[config.mk]
export PLATFORM = sky130hd
export DESIGN_NAME = mod10_counter
export DESIGN_NICKNAME = d
export VERILOG_FILES = /design/src/rtl/mod10_pkg.sv /design/src/rtl/bcd_to_7seg.sv /design/src/rtl/mod10_counter.sv
export SDC_FILE = /design/constraint.sdc
export NUM_CORES = 1
export LEC_CHECK = 0
export ABC_AREA = 1
export CAP_MARGIN = 20
export CORE_AREA = 3 3 40 42
export CTS_CLUSTER_SIZE = 28
export DETAILED_ROUTE_END_ITERATION = 10
export DIE_AREA = 0 0 43 45
export PLACE_DENSITY = 0.64
export SLEW_MARGIN = 0
export SYNTH_ARGS = -nofsm -noshare
export SYNTH_HDL_FRONTEND = slang
export SYNTH_SLANG_ARGS = --single-unit
[constraint.sdc]
create_clock -name clk -period 1.3 [get_ports clk]
set_input_delay 0.325 -clock clk [delete_from_list [all_inputs] [get_ports clk]]
set_output_delay 0.325 -clock clk [all_outputs]
set_load 0.03 [all_outputs]
[src/rtl/mod10_pkg.sv]
// Shared constants, direction encoding and seven-segment patterns for the decade counter.
package mod10_pkg;

  localparam int MOD10_MODULUS = 10;
  localparam int MOD10_WIDTH   = 4;

  typedef enum logic {
    DIR_DOWN = 1'b0,
    DIR_UP   = 1'b1
  } dir_e;

  // Active-high segments, bit order gfedcba, digits 0..9
  localparam logic [6:0] SEG_PATTERNS [0:9] = '{
    7'b0111111, 7'b0000110, 7'b1011011, 7'b1001111, 7'b1100110,
    7'b1101101, 7'b1111101, 7'b0000111, 7'b1111111, 7'b1101111
  };

endpackage

[src/rtl/bcd_to_7seg.sv]
// Combinational BCD to seven-segment decoder; codes 10..15 are blanked.
module bcd_to_7seg
  import mod10_pkg::*;
(
  input  logic [3:0] bcd,
  output logic [6:0] seg
);

  always_comb begin
    seg = 7'b0000000;
    case (bcd)
      4'd0: seg = SEG_PATTERNS[0];
      4'd1: seg = SEG_PATTERNS[1];
      4'd2: seg = SEG_PATTERNS[2];
      4'd3: seg = SEG_PATTERNS[3];
      4'd4: seg = SEG_PATTERNS[4];
      4'd5: seg = SEG_PATTERNS[5];
      4'd6: seg = SEG_PATTERNS[6];
      4'd7: seg = SEG_PATTERNS[7];
      4'd8: seg = SEG_PATTERNS[8];
      4'd9: seg = SEG_PATTERNS[9];
      default: seg = 7'b0000000;
    endcase
  end

endmodule

[src/rtl/mod10_counter.sv]
// Decade up/down counter with synchronous load and combinational terminal count.
// Define MOD10_SEGOUT_EN to add a registered seven-segment output aligned with count.
module mod10_counter
  import mod10_pkg::*;
#(
  parameter int MODULUS = MOD10_MODULUS,
  parameter int WIDTH   = MOD10_WIDTH
) (
  input  logic             clk,
  input  logic             rst,
  input  logic             en,
  input  logic             up_dn,
  input  logic             load,
  input  logic [WIDTH-1:0] load_val,
  output logic [WIDTH-1:0] count,
  output logic             tc
`ifdef MOD10_SEGOUT_EN
  ,
  output logic [6:0]       seg
`endif
);

  localparam logic [WIDTH-1:0] LAST = WIDTH'(MODULUS - 1);

  logic [WIDTH-1:0] count_d, count_q;
  dir_e             dir;
  logic             at_top, at_bottom;

  assign dir       = dir_e'(up_dn);
  assign at_top    = (count_q == LAST);
  assign at_bottom = (count_q == '0);

  // Out-of-range states fall back to 0 on any enabled edge.
  always_comb begin
    count_d = count_q;
    if (load) begin
      count_d = (load_val <= LAST) ? load_val : '0;
    end else if (en) begin
      if (count_q > LAST) begin
        count_d = '0;
      end else if (dir == DIR_UP) begin
        count_d = at_top ? '0 : count_q + 1'b1;
      end else begin
        count_d = at_bottom ? LAST : count_q - 1'b1;
      end
    end
  end

  always_ff @(posedge clk) begin
    if (!rst) begin
      count_q <= '0;
    end else begin
      count_q <= count_d;
    end
  end

  assign count = count_q;
  assign tc    = en & ~load & (((dir == DIR_UP) & at_top) | ((dir == DIR_DOWN) & at_bottom));

`ifdef MOD10_SEGOUT_EN
  logic [6:0] seg_d, seg_q;

  // Decoding the next count keeps seg in step with count after each edge.
  bcd_to_7seg u_dec (
    .bcd (4'(count_d)),
    .seg (seg_d)
  );

  always_ff @(posedge clk) begin
    if (!rst) begin
      seg_q <= SEG_PATTERNS[0];
    end else begin
      seg_q <= seg_d;
    end
  end

  assign seg = seg_q;
`endif

endmodule

==> insert_results.sql <==
INSERT INTO impl_metrics (metric_group, metric, value, unit) VALUES
('sta', 'maxClockFrequency', '0.6692', 'GHz'),
('layout', 'drive_above_1_share', '44.33', '%'),
('setup_path', 'worst_path_largest_cell_delay', '0.41', 'ns'),
('setup_path', 'critPathMaxFanout', '2', ''),
('drt', 'detailedRoute.firstIterationViolations', '6', ''),
('synth', 'synthesis.nets', '73', ''),
('status', 'outcome', 'finished with violations', ''),
('clock_tree', 'hold_buf_count_cts', '0', ''),
('pwr', 'power.density_cell_area', '779.9', 'mW/mm^2'),
('status', 'violations_in_the_final_reports', 'negative setup slack', ''),
('pwr', 'power.static_leakage', '0.3576', 'nW'),
('setup_path', 'critPathKind', 'in -> out', ''),
('clock_tree', 'cts_buffers', '3', ''),
('synth', 'netlist_top_cells_area', 'sky130_fd_sc_hd__dfxtp_1, sky130_fd_sc_hd__nand2_1, sky130_fd_sc_hd__nand3_1, sky130_fd_sc_hd__inv_1, sky130_fd_sc_hd__nor2_2', ''),
('global_routing', 'grt_pass1_wl', '1.973', 'mm'),
('synth', 'synthesis.instances', '64', ''),
('drt', 'postRouteAntennaNets', '0', ''),
('clock_tree', 'tritoncts', 'yes', ''),
('setup_path', 'critical_path.endpoint_type', 'output pin', ''),
('run', 'cap_viol_max_count', '0', ''),
('floorplanning', 'die_extent_in_x', '43', 'microns'),
('setup_path', 'worst-r2r-setup-slack', '0.08', 'ns'),
('floorplanning', 'io-pin-count', '14', ''),
('sta', 'hold_viol_final', '0', ''),
('synth', 'yosysSeqAreaShare', '22.22', '%'),
('sta', 'layout_setup_ws', '-0.1944', 'ns'),
('layout', 'largest_reg_flops', '4', ''),
('synth', 'ys_ff_latch', '4', ''),
('synth', 'netlist_area', '360.3', 'sq um'),
('sta', 'min_period', '1.494', 'ns'),
('placed_design', 'buffer_ports.inserted', '13', ''),
('global_routing', 'gr-usage-all-layers', '13.05', '%'),
('synth', 'synth_top_cell_area_share', '22.22', '%'),
('global_routing', 'grt_pass1_vias', '539', ''),
('clock_tree', 'clk-insertion-delay-late', '0.23', 'ns'),
('layout', 'most_common_library_cell_in_the_layout_ignoring_fill_and_taps', 'sky130_fd_sc_hd__buf_4', ''),
('layout', 'layout_common_cells', 'sky130_fd_sc_hd__buf_4, sky130_fd_sc_hd__nand2_1, sky130_fd_sc_hd__inv_1', ''),
('setup_path', 'critPathSlowestCell', 'sky130_fd_sc_hd__clkdlybuf4s50_1', ''),
('pwr', 'max-vdd-ir-drop', '0.0002723', 'V'),
('sta', 'clock_skew', '0.001365', 'ns'),
('floorplanning', 'die-area', '0.001935', 'sq mm'),
('sta', 'setup_repair_after_global_routing_missed_its_margin', 'true', ''),
('synth', 'synth-warning-count', '0', ''),
('layout', 'final_cell_count_no_fill', '112', ''),
('clock_tree', 'clk_transition_reported_paths', '0.03', 'ns'),
('placed_design', 'dp.cells', '106', ''),
('layout', 'finalNetCount', '108', ''),
('clock_tree', 'cts-root-to-sink-buffers', '2', ''),
('sta', 'slew-limit-headroom', '85.71', '%'),
('synth', 'yosys.cell_types.count', '14', ''),
('floorplanning', 'floorplan.core_area', '0.001285', 'sq mm'),
('setup_path', 'arr_time_crit_path', '1.17', 'ns'),
('placed_design', 'detailedPlacementHpwl', '906', 'microns'),
('global_routing', 'grt_remaining_overflow', '0', ''),
('min_path', 'min_path_type', 'reg -> reg', ''),
('sta', 'worst-slew-pin-transition', '0.2121', 'ns'),
('drt', 'dr.pass1.iters', '4', ''),
('drt', 'drt-total-wl', '1.091', 'mm'),
('placed_design', 'gp_congestion', '0.7952', ''),
('synth', 'syn_avg_cell_area', '5.630', 'sq um'),
('sta', 'setup_violations', '1', ''),
('setup_path', 'required', '0.98', 'ns'),
('clock_tree', 'cts_root_buf', 'sky130_fd_sc_hd__clkbuf_4', ''),
('clock_tree', 'htree_levels', '1', ''),
('floorplanning', 'floorplan.initialDensity', '28.04', '%'),
('placed_design', 'place_ws', '-0.2614', 'ns'),
('setup_path', 'path_cells', 'clkdlybuf4s50_1 -> inv_1 -> nand3_2 -> a21oi_4 -> buf_6', ''),
('global_routing', 'grt_start_max_net_pins', '5', ''),
('layout', 'area_delta_synth_final', '97.22', '%'),
('drt', 'vias', '536', ''),
('drt', 'drt-wirelength-per-cell', '9.741', 'microns'),
('clock_tree', 'clock-sinks', '4', ''),
('drt', 'vias_per_cell', '4.786', ''),
('synth', 'yosysTopAreaCell', 'sky130_fd_sc_hd__dfxtp_1', ''),
('setup_path', 'crit_path_start_kind', 'input pin', ''),
('global_routing', 'grt_antenna_before_repair', '0', ''),
('sta', 'finalMaxSlewViolations', '0', ''),
('drt', 'detail_route.drc_violations', '0', ''),
('layout', 'ant_cells', '0', ''),
('floorplanning', 'die_height', '45', 'microns'),
('sta', 'post-route-period-util', '115.0', '%'),
('floorplanning', 'rows', '13', '');
==> synth_stat cells <==
| master | n |
|---|---|
| sky130_fd_sc_hd__nand3b_1 | 1 |
| sky130_fd_sc_hd__inv_2 | 1 |
| sky130_fd_sc_hd__nand3_1 | 8 |
| sky130_fd_sc_hd__nand4_1 | 1 |
| sky130_fd_sc_hd__nor2_1 | 2 |
| sky130_fd_sc_hd__nand2_1 | 21 |
| sky130_fd_sc_hd__a31oi_1 | 3 |
| sky130_fd_sc_hd__o211ai_1 | 1 |
| sky130_fd_sc_hd__inv_1 | 10 |
| sky130_fd_sc_hd__o21ai_0 | 4 |
| sky130_fd_sc_hd__a21oi_2 | 2 |
| sky130_fd_sc_hd__dfxtp_1 | 4 |
| sky130_fd_sc_hd__nor2_2 | 4 |
| sky130_fd_sc_hd__a21oi_1 | 2 |
==> critical path: cells and delay by family <==
family / cells / cell delay, ns
buf+inv: 3 / 0.63
simple gates: 1 / 0.09
compound gates: 1 / 0.11
==> layout make-up <==
class | instances | area (sq um)
Sequential cell | 4 | 95.09
Clock buffer | 3 | 22.52
Inverter | 11 | 41.29
Multi-Input combinational cell | 49 | 279.0
Timing Repair Buffer | 30 | 254.0
Fill cell | 123 | 574.3
Tap cell | 15 | 18.77
==> routing by layer <==
| metal | wire length (microns) | part of all wire [%] | track usage (%) |
|---|---|---|---|
| met1 | 455 | 42 | 14.15 |
| met2 | 600 | 55 | 26.65 |
| met3 | 36 | 3.3 | 1.195 |
| met4 | 0 | 0 | 3.614 |
| met5 | 0 | 0 | 0 |
==> per-stage QoR <==
stage	hold slack (ns)	setup TNS, ns	total power, W	instance area, sq um	utilization (%)
2_1_floorplan	0.4220	0	0.0002704	389.1	-
3_3_place_gp	0.5647	-0.9696	0.0003820	630.6	49.08
3_5_place_dp	0.5809	-0.9946	0.0003832	630.6	49.08
4_1_cts	0.5889	-0.2059	0.0005552	693.2	53.94
5_1_grt	0.6125	-0.2617	0.0005995	710.7	55.31
6_report	0.5920	-0.1944	0.0005543	710.7	55.31
==> power by group <==
part	internal (W)	total [W]	switching, W
sequential	0.000134	0.000152	0.0000177
clock	0.000103	0.000144	0.0000414
combinational	0.000128	0.000258	0.000131
total	0.000364	0.000554	0.000190
==> cell families (layout without fill, tap and decap cells) <==
kind of cell | after synthesis | in the layout | share of synthesized area [%]
and+or+nand+nor | 37 | 37 | 45.84
buffers and inverters | 11 | 44 | 11.46
DFF | 4 | 4 | 22.22
AOI/OAI and AO/OA | 12 | 12 | 20.49
==> final timing paths <==
kind         startpoint        to  depth (start not counted)
max                load        tc                          5
min            count[1]  count[1]                          2
max reg2reg    count[2]  count[3]                          9
min reg2reg    count[1]  count[1]                          2
==> timing repair <==
item                                    CTS  global route
endpoints found under the setup margin    1             5
buffers inserted                          3             0
resized for setup                         9             5
cloned                                    0             0
pin swaps                                 3             2
No activity file was read; power rests on OpenSTA's default activity.
==> RTL edit 1: new RTL, config.mk and constraints unchanged <==
Register the output `tc`, cleared by the reset; this adds one clock of latency there. The other outputs are not delayed to match.
--- a/src/rtl/mod10_counter.sv
+++ b/src/rtl/mod10_counter.sv
@@ -57,3 +57,9 @@
   assign count = count_q;
-  assign tc    = en & ~load & (((dir == DIR_UP) & at_top) | ((dir == DIR_DOWN) & at_bottom));
+  always_ff @(posedge clk) begin
+    if (!rst) begin
+      tc <= '0;
+    end else begin
+      tc <= en & ~load & (((dir == DIR_UP) & at_top) | ((dir == DIR_DOWN) & at_bottom));
+    end
+  end
 
Check against the original RTL: not equivalent (a bounded check fails within 4 cycles, from zero or initial values and one cycle with rst low).
==> RTL edit 1 against the original RTL <==
  * Critical path depth fell by 4
  * Wire length fell by 5.4%
  * First-iteration DRC count rose by 50%
  * Sequential cell count rose by 1
  * Power rose by 3.5%
  * Synthesized area rose by 7.6%
  * Setup slack improved by 0.25 ns
  * Count of clock-buffer cells in the layout rose by 1
  * Fmax rose by 20%
  * Design area fell by 12%
  * Clock skew rose by 0.0042 ns
  * Critical path type is now flop to output pin
  * Largest cell class unchanged
==> RTL edit 1: results (changes against the original RTL) <==
Synthesis
  – Synth area leaders: dfxtp_1, nand2_1, inv_1 (was dfxtp_1, nand2_1, nand3_1)
  – Syn avg cell area: 5.79 sq um (was 5.63 sq um)
  – Compound-Gate Fraction of Synth Area: 0.210 (was 0.205)
  – Seq/Total Area, Yosys: 0.258 (was 0.222)

Timing
  – Hold Worst Slack: 0.615 ns (was 0.592 ns)
  – Slew HR: 0.804 (was 0.857)
  – Clock Skew: 0.00552 ns (was 0.00136 ns)

Min path
  – Hold path endpoint: count[2]$_SDFFE_PN0P_ (was count[1]$_SDFFE_PN0P_)

Route
  – DRT Wirelength: 1.03 mm (was 1.09 mm)
  – Router iterations before antenna repair: 6 (was 4)
  – DRT iter0 DRCs: 9 (was 6)
  – Via Count: 502 (was 536)

Pwr
  – VDD IR max: 0.000557 V (was 0.000272 V)

Global routing
  – Gr usage total: 0.108 (was 0.131)
  – Vias in the first global route: 401 (was 539)
  – First-pass GRT wire length: 1.57 mm (was 1.97 mm)
  – Pin count of the biggest net entering global routing: 9 (was 5)

Outcome
  – Status: finished, final reports clean (was finished, violations left)

Placement
  – Placed Cells: 104 (was 106)
  – GP Congestion: 0.726 (was 0.795)
  – Post-DP Area: 594 sq um (was 631 sq um)
  – Post-DP HPWL: 813 microns (was 906 microns)

Setup path
  – CP max stage delay: 0.38 ns (was 0.41 ns)
  – Startpoint Class: flop (was input pin)
  – Slowest CP cell: dlygate4sd2_1 (was clkdlybuf4s50_1)
  – Flop-to-flop setup slack: 0.17 ns (was 0.08 ns)
  – WP data arrival: 0.92 ns (was 1.17 ns)
  – R2R depth: 7 (was 9)
  – Crit-path max FO: 1 (was 2)
  – Reg2reg start: count[1]$_SDFFE_PN0P_ (was count[2]$_SDFFE_PN0P_)

Finish
  – Fill cells: 135 (was 123)
  – Max reg flops: 4 (unchanged)
  – # nets final: 103 (was 108)
  – Share of cells above drive strength 1: 0.269 (was 0.443)

Clock network
  – Clk Latency, worst-skew pair: 0.25 ns (was 0.23 ns)
## RTL edit 1: cell type report
type	count	area, sq um	area share
clock buffers	4	26.3	0.0422
inverters	12	45.0	0.0723
multi-input cells	50	245	0.394
flip-flops and latches	5	101	0.163
well taps	15	18.8	0.0301
repair buffers	22	186	0.299
## RTL edit 1: power breakdown
part,switching (mW),leakage (nW),internal [mW],total (mW)
Combinational,0.105,0.265,0.0928,0.197
Clock,0.0724,0.0150,0.117,0.189
Sequential,0.0213,0.0416,0.166,0.187
Total,0.198,0.322,0.375,0.574
## RTL edit 1: repair_timing
item | CTS | global route
hold buffers | 0 | 0
buffers inserted | 0 | 0
pin swaps | 0 | 0
setup endpoints to repair | 1 | 5
resized for setup | 1 | 2
## RTL edit 1: worst max path at each step
stage                            endpoint  slack, ns  depth (start not counted)
CTS                              count[2]       0.01                          1
floorplan           count[3]$_SDFFE_PN0P_       0.09                          7
detailed placement  count[0]$_SDFFE_PN0P_      -0.17                          6
global placement    count[0]$_SDFFE_PN0P_      -0.15                          6
global route        count[0]$_SDFFE_PN0P_      -0.05                          6
finish                                 tc       0.05                          1
## RTL edit 1: metrics by stage
stage                     setup TNS, ns  worst slack (ns)
final                                 0            0.0523
after global routing            -0.0522           -0.0463
after CTS                             0            0.0135
after detailed placement         -0.667            -0.172
after global placement           -0.614            -0.153
after floorplan                       0            0.0936
## RTL edit 1: routing by layer
layer | global-route usage | part of all wire | up-vias
met5 | 0 | 0 | -
met3 | 0.0120 | 0.037 | 2
met1 | 0.142 | 0.47 | 213
li1 | - | - | 274
met2 | 0.168 | 0.47 | 13
met4 | 0.0723 | 0.022 | 0
## RTL edit 1: cell families (layout without fill, tap and decap cells)
family / after synthesis / in the layout
buffers and inverters: 12 / 38
DFF: 5 / 5
AOI/OAI and AO/OA: 14 / 14
and+or+nand+nor: 36 / 36
==> RTL edit 2: new RTL, same settings <==
Made on the original files. Change the package constant `MOD10_WIDTH` from 4 to 3.
--- a/src/rtl/mod10_pkg.sv
+++ b/src/rtl/mod10_pkg.sv
@@ -4,3 +4,3 @@
   localparam int MOD10_MODULUS = 10;
-  localparam int MOD10_WIDTH   = 4;
+  localparam int MOD10_WIDTH   = 3;
 
Ports: changed (resized count and load_val); port bits go from 14 to 12. No check against the original RTL was run, so the function may have changed too.
==> RTL edit 2 against the original RTL <==
  * Cell count shrank 46%
  * Hold slack lost 0.21 ns
  * Non-clock buffer count shrank 13
  * Power shrank 41%
  * Largest power group is now the clock network
  * Wire length shrank 54%
  * Design area shrank 50%
  * Register-to-register slack is essentially flat
  * Synthesized area shrank 58%
  * Highest routed layer unchanged
  * Sequential share of layout area grew 4.6 points
  * Critical path depth shrank 1
  * Synthesized cell count shrank 61%
  * Setup slack gained 0.20 ns
  * Sequential cell count shrank 1
==> RTL edit 2: results (changes against the original RTL) <==
Outcome
  – Status: finished, final reports clean (was finished, violations left)

Clock network
  – Max clock buf depth: 2 (unchanged)
  – Worst-path clk slew: 0.04 ns
  – CTS buffer count: 3 (unchanged)

Global routing
  – First-pass GRT wire length: 724 microns (was 1.97 mm)
  – Gr usage total: 0.0558 (was 0.131)
  – Pin count of the biggest net entering global routing: 4 (was 5)
  – Vias in the first global route: 214 (was 539)

Pwr
  – Leakage: 0.182 nW (was 0.358 nW)
  – Sw Pwr: 0.0791 mW (was 0.190 mW)
  – VDD IR max: 0.000257 V (was 0.000272 V)

Timing
  – Slew @ Worst Pin: 0.166 ns (was 0.212 ns)
  – Clock Skew: 0.00418 ns (was 0.00136 ns)

Synthesis
  – Netlist cell types: 6 (was 14)
  – Synth top cells by count: nor2_1, nand2_1, inv_1, dfxtp_1 (was nand2_1, inv_1, nand3_1)
  – Syn_nets: 33 (was 73)
  – Seq/Total Area, Yosys: 0.400 (was 0.222)
  – Synth area leaders: dfxtp_1, nor2_1, nand2_1 (was dfxtp_1, nand2_1, nand3_1)

Setup path
  – Slowest CP cell: dlygate4sd2_1 (was clkdlybuf4s50_1)
  – WP data arrival: 0.97 ns (was 1.17 ns)
  – Crit-path max FO: 1 (was 2)
  – CP max stage delay: 0.24 ns (was 0.41 ns)

Route
  – DRT iter0 DRCs: 1 (was 6)
  – Via-to-Cell Ratio: 3.33 (was 4.79)
  – Router iterations before antenna repair: 2 (was 4)
  – Average wire per standard cell: 8.21 microns (was 9.74 microns)

Placement
  – Pre-CTS setup slack: -0.324 ns (was -0.261 ns)
  – Post-DP Area: 272 sq um (was 631 sq um)
  – GP Congestion: 0.554 (was 0.795)
  – Post-DP HPWL: 318 microns (was 906 microns)
  – I/O Buffers: 11 (was 13)

Finish
  – # nets final: 55 (was 108)
  – Share of cells above drive strength 1: 0.457 (was 0.443)
  – Max reg flops: 3 (was 4)

Min path
  – HP Class: input pin to flop (was flop to flop)
  – Hold Path Cell Cnt: 4 (was 2)
==> RTL edit 2: cell count changes in the layout (fill, tap and decap cells not counted), sizes merged, moves of 2 or more <==
cell           unedited run  this run
o21ai                     4         0
buf                      22        10
clkdlybuf4s50             6         4
nor2                      6        10
nand2                    21         7
clkbuf                    3         6
a31oi                     3         0
inv                      11         4
a21oi                     4         0
nand3                     8         0
==> RTL edit 2: layer usage <==
metal / track usage / vias up / routed length [microns]
li1: - / 113 / -
met3: 0.0159 / 0 / 58
met4: 0.0723 / 0 / 0
met2: 0.0868 / 9 / 265
met5: 0 / - / 0
met1: 0.0530 / 81 / 177
==> RTL edit 2: critical path: cells and delay by family <==
family / cells / cell delay, ns
buf+inv: 2 / 0.38
simple gates: 1 / 0.12
xor+xnor: 1 / 0.15
==> RTL edit 2: cell families after synthesis <==
logic type,share of synthesized area
xor+xnor,0.0583
buf+inv,0.100
simple gates,0.442
flops,0.400
==> RTL edit 2: layout make-up <==
type | instances | area (sq um)
clock buffer | 4 | 26.3
fill | 141 | 931
inverter | 4 | 15.0
multi-input combinational | 18 | 85.1
sequential | 3 | 63.8
tap | 15 | 18.8
timing repair buffer | 17 | 145
==> RTL edit 2: path summary, 6_finish.rpt <==
path / from / endpoint / slack (ns)
min: en / count[2]$_SDFFE_PN0P_ / 0.38
min reg2reg: count[1]$_SDFFE_PN0P_ / count[1]$_SDFFE_PN0P_ / 0.45
max reg2reg: count[1]$_SDFFE_PN0P_ / count[0]$_SDFFE_PN0P_ / 0.08
max: up_dn / tc / 0.004
==> RTL edit 2: stage by stage <==
step                      hold WS (ns)  std cells  TNS, ns   util
final                            0.382         61        0  0.276
after global routing             0.414         61  -0.0565  0.276
after CTS                        0.456         61  -0.0175  0.271
after detailed placement         0.447         51   -0.324  0.211
after global placement           0.445         51   -0.295  0.211
after floorplan                  0.437         25        0      -
==> RTL edit 2: timing repair <==
item / 4_1_cts / 5_1_grt
pin swaps: 4 / 5
hold buffers: 0 / 0
resized for setup: 8 / 7
setup endpoints to repair: 1 / 2
buffers inserted: 6 / 0
==> RTL edit 2: power by group through the flow <==
stage | combinational (mW) | clock [mW] | sequential [mW]
floorplan | 0.0180 | 0 | 0.102
global placement | 0.0515 | 0 | 0.0983
detailed placement | 0.0524 | 0 | 0.0985
CTS | 0.0642 | 0.175 | 0.0962
global route | 0.0738 | 0.176 | 0.0963
finish | 0.0678 | 0.164 | 0.0961
